### src/rtl/main_memory_arbiter.sv
// Arbiter sharing the single main-memory port between the read-only instruction
// cache and the read/write data cache, one owner per transaction.
module main_memory_arbiter #(
    parameter int ADDR_WIDTH       = 17,
    parameter int DATA_LEN         = 32,
    parameter int ENTRY_INDEX_SIZE = 3,
    parameter int TIMEOUT          = 255
) (
    input  logic                        clk,
    input  logic                        rst,
    input  logic [1:0]                  i_cache_mem_vis_signal,
    input  logic [ADDR_WIDTH-1:0]       i_cache_mem_vis_addr,
    output logic [1:0]                  i_cache_mem_status,
    input  logic [1:0]                  d_cache_mem_vis_signal,
    input  logic [ADDR_WIDTH-1:0]       d_cache_mem_vis_addr,
    input  logic [DATA_LEN-1:0]         d_cache_written_data,
    input  logic [2:0]                  d_cache_data_type,
    input  logic [ENTRY_INDEX_SIZE:0]   d_cache_write_length,
    output logic [1:0]                  d_cache_mem_status,
    output logic [1:0]                  mem_vis_signal,
    output logic [ADDR_WIDTH-1:0]       mem_vis_addr,
    output logic [DATA_LEN-1:0]         mem_written_data,
    output logic [2:0]                  mem_data_type,
    output logic [ENTRY_INDEX_SIZE:0]   mem_write_length,
    input  logic [1:0]                  mem_status,
    output logic                        arb_timeout
);

    localparam logic [1:0] ST_IDLE    = 2'd0;
    localparam logic [1:0] ST_GRANT_I = 2'd1;
    localparam logic [1:0] ST_GRANT_D = 2'd2;
    localparam logic [1:0] ST_RELEASE = 2'd3;

    localparam logic [1:0] SIG_IDLE  = 2'b00;
    localparam logic [1:0] SIG_READ  = 2'b01;
    localparam logic [1:0] SIG_WRITE = 2'b10;

    localparam logic [1:0] STAT_IDLE = 2'b00;
    localparam logic [1:0] STAT_BUSY = 2'b01;
    localparam logic [1:0] STAT_DONE = 2'b10;

    localparam logic SIDE_I = 1'b0;
    localparam logic SIDE_D = 1'b1;

    localparam logic [7:0] TIMEOUT_CNT = 8'(TIMEOUT);

    logic [1:0] state;
    logic [1:0] state_next;
    logic       last_grant;
    logic       last_grant_next;
    logic [7:0] grant_cnt;
    logic [7:0] grant_cnt_next;
    logic       timeout_q;

    logic i_valid;
    logic d_valid;
    logic grant_active;
    logic owner_valid;

    assign i_valid      = (i_cache_mem_vis_signal == SIG_READ);
    assign d_valid      = (d_cache_mem_vis_signal == SIG_READ) ||
                          (d_cache_mem_vis_signal == SIG_WRITE);
    assign grant_active = (state == ST_GRANT_I) || (state == ST_GRANT_D);
    assign owner_valid  = (state == ST_GRANT_I) ? i_valid : d_valid;

    // NOTE: every signal driven in an always_comb gets a default first, so no path can infer a latch.
    always_comb begin
        state_next      = state;
        last_grant_next = last_grant;
        case (state)
            ST_IDLE: begin
                if (i_valid && d_valid) begin
                    state_next = (last_grant == SIDE_D) ? ST_GRANT_I : ST_GRANT_D;
                end else if (i_valid) begin
                    state_next = ST_GRANT_I;
                end else if (d_valid) begin
                    state_next = ST_GRANT_D;
                end
            end
            ST_GRANT_I, ST_GRANT_D: begin
                if (mem_status == STAT_DONE) begin
                    state_next      = ST_RELEASE;
                    last_grant_next = (state == ST_GRANT_D) ? SIDE_D : SIDE_I;
                end else if (!owner_valid) begin
                    // Abandoned transaction does not count as a served turn.
                    state_next = ST_IDLE;
                end
            end
            default: state_next = ST_IDLE;
        endcase
    end

    // Held at zero outside a grant, so it always starts from zero on entry.
    always_comb begin
        grant_cnt_next = '0;
        if (grant_active) begin
            grant_cnt_next = (grant_cnt == TIMEOUT_CNT) ? grant_cnt : grant_cnt + 8'd1;
        end
    end

    // NOTE: sequential state uses non-blocking assignments so every register samples pre-edge values.
    always_ff @(posedge clk or negedge rst) begin
        if (!rst) begin
            state      <= ST_IDLE;
            last_grant <= SIDE_I;
            grant_cnt  <= '0;
            timeout_q  <= 1'b0;
        end else begin
            state      <= state_next;
            last_grant <= last_grant_next;
            grant_cnt  <= grant_cnt_next;
            if (grant_active && (grant_cnt_next == TIMEOUT_CNT)) begin
                timeout_q <= 1'b1;
            end
        end
    end

    always_comb begin
        mem_vis_signal     = SIG_IDLE;
        mem_vis_addr       = '0;
        mem_written_data   = '0;
        mem_data_type      = '0;
        mem_write_length   = '0;
        i_cache_mem_status = i_valid ? STAT_BUSY : STAT_IDLE;
        d_cache_mem_status = d_valid ? STAT_BUSY : STAT_IDLE;
        if (!rst) begin
            // Reset silences the caches at once, not at the next edge.
            i_cache_mem_status = STAT_IDLE;
            d_cache_mem_status = STAT_IDLE;
        end else begin
            case (state)
                ST_GRANT_I: begin
                    mem_vis_signal     = i_valid ? SIG_READ : SIG_IDLE;
                    mem_vis_addr       = i_cache_mem_vis_addr;
                    i_cache_mem_status = mem_status;
                end
                ST_GRANT_D: begin
                    mem_vis_signal     = d_valid ? d_cache_mem_vis_signal : SIG_IDLE;
                    mem_vis_addr       = d_cache_mem_vis_addr;
                    mem_written_data   = d_cache_written_data;
                    mem_data_type      = d_cache_data_type;
                    mem_write_length   = d_cache_write_length;
                    d_cache_mem_status = mem_status;
                end
                default: ;
            endcase
        end
    end

    assign arb_timeout = timeout_q;

endmodule

### config.mk
export PLATFORM = sky130hd
export DESIGN_NAME = main_memory_arbiter
export DESIGN_NICKNAME = d
export VERILOG_FILES = /design/src/rtl/main_memory_arbiter.sv
export SDC_FILE = /design/constraint.sdc
export NUM_CORES = 1
export LEC_CHECK = 0
export CAP_MARGIN = 20
export CORE_MARGIN = 2
export CORE_UTILIZATION = 30
export DETAILED_ROUTE_END_ITERATION = 10
export HOLD_SLACK_MARGIN = 0.1
export PLACE_DENSITY = 0.86
export SYNTH_ARGS = -nofsm -noshare
export SYNTH_HDL_FRONTEND = slang
export SYNTH_SLANG_ARGS = --single-unit
### constraint.sdc
create_clock -name clk -period 6.2 [get_ports clk]
set_clock_uncertainty 0.15 [all_clocks]
set_input_delay 1.86 -clock clk [delete_from_list [all_inputs] [get_ports clk]]
set_output_delay 1.86 -clock clk [all_outputs]
set_load 0.02 [all_outputs]
After elaboration in Yosys (flattened, before gate mapping):

Index checks and enable logic that the tools add are counted.

* add/sub/neg operators: 1
* equal/unequal tests: 10
* multiplexer cells: 28
* reductions and logical operators: 8

Operators with widths (number)
* 32-bit two-way mux: 2
* 17-bit case mux with 2 select lines: 1
* 2-bit two-way mux: 12
* 17-bit two-way mux: 1
* 8-bit equality test, second input constant: 2
* 8-bit two-way mux: 2
* 8-bit by 1-bit adder with 8-bit output, second input constant: 1
* 4-bit two-way mux: 2
* 2-bit case mux with 2 select lines: 2
* 2-bit by 1-bit equality test with 1-bit output, second input constant: 3
* 2-bit equality test, second input constant: 3
* 3-bit two-way mux: 2
* 1-bit two-way mux: 4
* 4-bit != test, second input constant: 1
* 2-bit AND reduction: 2
* 3-bit != test, second input constant: 1
* 1-bit logical AND: 2
* 2-bit zero test: 1
* 1-bit logical OR: 2
* 2-bit OR reduction: 1

* register bits after elaboration: 12
* bits of input ports: 81
* output and inout port bits: 63
* logic and storage cells: 51

Logic depth before layout (Yosys ltp):

Gate-level depths: netlist of the first run.

* depth after elaboration: 6
* depth in mapped cells: 6
* depth with buffers taken out: 6

Worst setup path before layout of the first run:

OpenSTA, ideal clock, no wires.

* kind: input to output
* start: in rst
* end: out mem_vis_addr[10]
* data arrival time: 2.732 ns
* data required time: 4.190 ns
* setup slack: 1.458 ns
* stages: 4
* path buffers: 2
* path through: and3_1 -> clkbuf_1 -> buf_2 -> a22o_1

* word-level cells in the longest chain between the ends: 1

Ends and longest elaborated chain
* start: declaration: line 10 `input logic rst,`
* 17-bit two-way mux: line 126 `if (!rst) begin`
* end: declaration: line 21 `output logic [ADDR_WIDTH-1:0] mem_vis_addr,`

No other way between the ends.

Final worst setup path of the first run:

* start: in d_cache_mem_vis_signal[0]
* end: out d_cache_mem_status[0]

* word-level cells in the longest chain between the ends: 5
* elaborated cells between the ends (all ways): 6
* classes of those cells: eq/ne (2); mux (3); reduce/logical (1)

Ends and longest elaborated chain
* start: declaration: line 14 `input logic [1:0] d_cache_mem_vis_signal,`
* 2-bit by 1-bit equality test with 1-bit output / 2-bit equality test (equally long branches): line 61, 62
* 1-bit logical OR *: line 61 `assign d_valid = (d_cache_mem_vis_signal == SIG_READ) ||`
* 1-bit two-way mux *: line 125 `d_cache_mem_status = d_valid ? STAT_BUSY : STAT_IDLE;`
* 2-bit two-way mux *: line 131 `case (state)`
* 2-bit two-way mux *: line 126
* end: declaration: line 19 `output logic [1:0] d_cache_mem_status,`

Mark *: on every way between the ends. The rest lies on a longest branch, timed or not.

==> impl_results.md, run 1 <==
- Post-synth top area cell: dfrtp_1
- Synth Warn #: 0
- Count leader, synth: and3_1
- First-pass GRT wire length: approximately 8300 um
- Total CTS buffers: 3
- Clock-pin transition on the worst setup and hold timing paths: ~50 ps
- WHS Path Cells: 1
- Slew headroom: 74.6%
- Htree depth: 1
- CP cell instances: clkdlybuf4s50_1 -> inv_1 -> ha_1 -> o21ai_0 -> and2_1 -> clkdlybuf4s50_1
- Most instantiated cells after synthesis: and3_1 (44), a22o_1 (18), dfrtp_1 (12), clkbuf_1 (10)
- Fill count: approximately 340
- CTS max path bufs: 2
- TritonCTS clock tree: yes
- RSZ-0062 raised after global routing: false
- CP max-delay cell: clkdlybuf4s50_1
- Post-CTS sizing: 0
- Worst slew pin tran: approximately 380 ps
- Final Slew Violations: 0
- R2r worst-path depth: 5
- Nets: 386
- Netlist cell types: 37
- Maximum vdd drop: 0.110 mV
- Vias per cell: 5.02
- Power Density: about 240 mW/mm2
- Largest net degree at the start of global routing: 48
- Tcrit/Tclk final: 91.3%
- Max_cap viols: 0
- Post-route setup TNS: 0 ps
- Setup violators final: 0
- Syn Inst Count: 159
- Final WL: 5300 um
- Die area: 0.00489 mm2
- Slowest Stage Delay on Critical Path: 620 ps
- Status: completed
- Detailed Routing Iterations Pass 1: 4
- Total GRT Usage: 20.5%
- Setup bufs post-CTS: 0
- Hold WC Path Type: reg -> reg
- Critical Path RT: around 4200 ps
- Antenna cell count: 0
- Synth top area cells: dfrtp_1 (23%), and3_1 (21%), a22o_1 (12%)
- Flops & latches, synth: 12
- Chip height: 69.9 um
- 1st-iter DRT viols: 49
- Sequential share of the synthesized area: 23.0%
- Crit path top cell by count: clkdlybuf4s50_1
- Clock Latency Late Sink: 240 ps
- Asr flop ratio synth: 100%
- Net Count, Synth: around 250
- Synthesized area: 0.00130 mm2
- Global route overflow: 0
- Achievable Freq: 177 MHz
- Root Buffer: clkbuf_8
- Chip Width: 69.9 um
- Vias in the first global route: 1,749
- Hold Buf Count CTS: 0
- Lkg Pwr: 1.26 nW
- CP Capture Type: output pin
- Share of layout cells above drive strength 1: 4.04%
- DRC: 0
- Final ANT Viol Nets: 0
- Top-area cell type share of the netlist area: 23.0%
- Fin crit period: 5660 ps
- WL per Instance: 15.3 um
- Row count: 23
- Startpoint Class: input port
- Syn_area_per_cell: 8.20 um2
- Initial antenna violation count: 0
- WP data arrival: 3650 ps
- Final Hold Vio Count: 0
- WS Path Type: in -> out
- Port buffer count: 143
- Top Ports: 144
- Clock sinks: 12
- Main synth FF type: dfrtp_1
- Vias: approximately 1,700
- Post-DP HPWL: 4320 um
- GP Congestion: roughly 0.81
- Core Area: roughly 0.0041 mm2
- Final core utilization: 69.1%
- Post-synth EDFFs: 0
- Worst-path fanout max: 4
- Starting Density: between 30% and 40%
- Layout area overhead: 117%
[where the power goes]
| group | internal (mW) | total [mW] | switching (mW) |
|---|---|---|---|
| combinational | 0.245 | 0.484 | 0.239 |
| sequential | 0.0945 | 0.113 | 0.0186 |
| clock | 0.0560 | 0.0833 | 0.0273 |
| total | 0.396 | 0.680 | 0.284 |
[logic make-up (layout without fill, tap and decap cells)]
| group | count (synthesis) | in the layout | synth area share (%) |
|---|---|---|---|
| flip-flops | 12 | 12 | 23.0 |
| AO/OA/AOI/OAI | 39 | 39 | 21.9 |
| XOR/XNOR | 3 | 3 | 2.02 |
| adder cells (fa/ha/maj) | 7 | 7 | 6.72 |
| buffers and inverters | 19 | 157 | 6.53 |
| AND/OR/NAND/NOR | 75 | 75 | 36.4 |
| multiplexers | 4 | 4 | 3.45 |
[through the flow]
step,cell area [um2],hold WS [ps],worst slack [ps],power (mW),std cells
6_report,2820,316,542,0.680,347
5_1_grt,2820,346,438,0.724,347
4_1_cts,2820,320,525,0.682,347
3_5_place_dp,2770,309,539,0.595,343
3_3_place_gp,2770,325,540,0.589,343
2_1_floorplan,1300,330,1460,0.375,159
[worst max-delay path: cells and delay by family]
kind,cells,cell delay [ps]
buffers and inverters,3,1150
and+or+nand+nor,1,140
adders and majority gates,1,340
AOI/OAI and AO/OA,1,160
[path summary, 6_finish.rpt]
kind,start,to,slack (ps)
min in group asynchronous,rst,arb_timeout,1860
max,d_cache_mem_vis_signal[0],d_cache_mem_status[0],540
max in group asynchronous,rst,last_grant,3640
min reg2reg,arb_timeout,arb_timeout,320
max reg2reg,grant_cnt[0],arb_timeout,4150
min,arb_timeout,arb_timeout,320
[final cells by class]
| class | instances | area, um2 | share of cell area [%] |
|---|---|---|---|
| Clock buffer | 4 | 55.1 | 1.95 |
| Inverter | 5 | 18.8 | 0.665 |
| Multi-Input combinational cell | 128 | 918 | 32.5 |
| Sequential cell | 12 | 300 | 10.6 |
| Tap cell | 50 | 62.6 | 2.22 |
| Timing Repair Buffer | 148 | 1470 | 52.0 |
[per-layer routing]
layer | global-route usage, % | vias up | part of all wire (%)
met5 | 0 | - | 0
met4 | 3.42 | 0 | 0.36
met3 | 7.94 | 2 | 9.3
met2 | 35.9 | 90 | 49
met1 | 24.0 | 776 | 41
li1 | - | 874 | -
[cell usage in the layout, fill, tap and decap left out, types with 2 or more instances in the layout]
master / instances
inv_1: 5
clkdlybuf4s50_1: 143
clkbuf_8: 4
nor2_1: 4
buf_4: 5
and2_1: 7
a31oi_1: 3
and3_1: 44
nand2_1: 4
nand3_1: 3
ha_1: 7
nand3b_1: 2
a21oi_1: 5
mux2_1: 3
xor2_1: 2
dfrtp_1: 12
a21boi_1: 2
o21ai_1: 2
o21ai_0: 6
a22o_1: 18
[state kept, by name, indices dropped and copies added (netlist names)]
name / count
grant_cnt: 8
last_grant: 1
arb_timeout: 1
state: 2
(Power assumes the default switching activity.)
==> inputs of run 2 (changes only) <==
Settings changed: CORE_MARGIN 2 to 5, TNS_END_PERCENT set to 10.
==> impl_results.md, run 2 (synthesis results as in run 1) <==
- Vias in the first global route: 1,794
- Most frequent cells in the layout: clkdlybuf4s50_1 (143), and3_1 (44), a22o_1 (18)
- Power Density: 237 mW/mm2
- GR peak layer: met2
- Final Slew Violations: 0
- Largest net degree at the start of global routing: 51
- Nets: 386
- Crit path top cell by count: clkdlybuf4s50_1
- Largest register FFs: 8
- Detailed Routing Iterations Pass 1: 5
- Die area: 0.00576 mm2
- 1st-iter DRT viols: between 60 and 70
- Lkg Pwr: 1.25 nW
- Vias per cell: 5.00
- Most flops, register: grant_cnt
- RSZ-0062 raised after global routing: false
- DRC: 0
- Antenna cell count: 0
- Core Area: 0.00429 mm2
- Clock Latency Late Sink: between 200 and 250 ps
- Share of layout cells above drive strength 1: between 3 and 4%
- TritonCTS clock tree: yes
- Placed inst area: around 0.0028 mm2
- Final Cell Area: 0.00281 mm2
- Crit path max-delay family: buffers and inverters
- WHS Path Cells: 1
- Post-CTS sizing: 0
- Post-route setup TNS: 0 ps
- Final WL: 5770 um
- Hold Buf Count CTS: 0
- Slowest Stage Delay on Critical Path: 630 ps
- Chip height: roughly 76 um
- Htree depth: 1
- Maximum vdd drop: 0.125 mV
- Setup slack, reg-to-reg: about 4100 ps
- Status: completed
- Post-DP HPWL: 4670 um
- Crit. path cell count: 4
- Vias: 1,741
- Worst-path fanout max: 50
- Post-Layout Cell Count: 348
- Initial antenna violation count: 0
- CTS max path bufs: 2
- GP Congestion: 0.841
- Setup bufs post-CTS: 0
- Post-Place Cells: 345
- Layout area overhead: 116%
- Met3 usage: between 6 and 7%
- Top Ports: about 140
- Total CTS buffers: 3
- Port buffer count: 143
- Total GRT Usage: 18.6%
- Most common cell after layout, fill and taps aside: clkdlybuf4s50_1
- First-pass GRT wire length: 8940 um
- R2r worst-path depth: 5
- Root Buffer: clkbuf_8
- Final ANT Viol Nets: 0
- Global route overflow: 0
- CP Capture Type: output pin
- Met2 Track Usage GR: 33.9%
- CP bufs+invs: 3
- WP data arrival: 3630 ps
- GR Util met1: 20.7%
- WL per Instance: ~17 um
- Starting Density: 30.4%
- Clock sinks: 12
- Clock-pin transition on the worst setup and hold timing paths: 50 ps
- WS Path Type: in -> out
- Largest regs: grant_cnt x8, state x2
- Worst slew pin tran: 382 ps
- Hold WC Path Type: reg -> reg
- CP cell instances: clkdlybuf4s50_1 -> buf_4 -> and3_1 -> clkdlybuf4s50_1
- Achievable Freq: around 180 MHz
- Critical Path RT: 4190 ps
- Slew headroom: 74.5%
- Setup violators final: 0
- Chip Width: 75.9 um
- Fin crit period: 5640 ps
- CP max-delay cell: clkdlybuf4s50_1
- Startpoint Class: input port
- Max_cap viols: 0
- Row count: 24
- Tcrit/Tclk final: 91.0%
- Final Hold Vio Count: 0
==> run 2: cell count changes in the layout (fill, tap and decap cells not counted) <==
| cell | previous run | this run |
|---|---|---|
| clkbuf_8 | 4 | 3 |
==> run 2: routing by layer <==
| layer | wire (um) | up-vias |
|---|---|---|
| met3 | 514 | 4 |
| met4 | 40 | 0 |
| met1 | 2270 | 773 |
| met2 | 2940 | 93 |
| met5 | 0 | - |
| li1 | - | 871 |
==> run 2: stage by stage <==
stage	power, mW	util (%)	hold slack, ps	worst slack [ps]
after global routing	0.710	65.5	352	445
after floorplan	0.375	-	330	1460
after CTS	0.672	65.5	315	530
final	0.666	65.5	310	557
after global placement	0.592	64.5	300	536
after detailed placement	0.599	64.5	304	546
==> run 2: worst reg2reg max path: cells and delay by family (launching register included) <==
family,cells,cell delay (ps)
AO/OA/AOI/OAI,1,170
multiplexers,1,350
flip-flops,1,480
adder cells (fa/ha/maj),1,290
AND/OR/NAND/NOR,2,560
==> run 2: final timing paths <==
check                              from                    end
hold / removal              arb_timeout            arb_timeout
setup reg to reg           grant_cnt[0]            arb_timeout
min in group asynchronous           rst           grant_cnt[7]
setup / recovery                    rst  d_cache_mem_status[1]
max in group asynchronous           rst             last_grant
hold reg to reg             arb_timeout            arb_timeout
==> run 2: area by class of cell <==
class | count | area (um2)
well taps | 52 | 65.1
clock buffers | 3 | 41.3
flip-flops and latches | 12 | 300
inverters | 5 | 18.8
repair buffers | 148 | 1470
fillers | 335 | 1480
multi-input cells | 128 | 918
==> run 2: power breakdown <==
group	total, mW	switching, mW	internal (mW)
clock	0.0695	0.0268	0.0427
sequential	0.114	0.0194	0.0946
combinational	0.483	0.239	0.244
total	0.666	0.285	0.381
==> inputs of run 3 (changes only) <==
Settings changed: HOLD_SLACK_MARGIN 0.1 to unset.
==> results of run 3 <==
Final layout, timing and power as in run 2 (identical DEF).
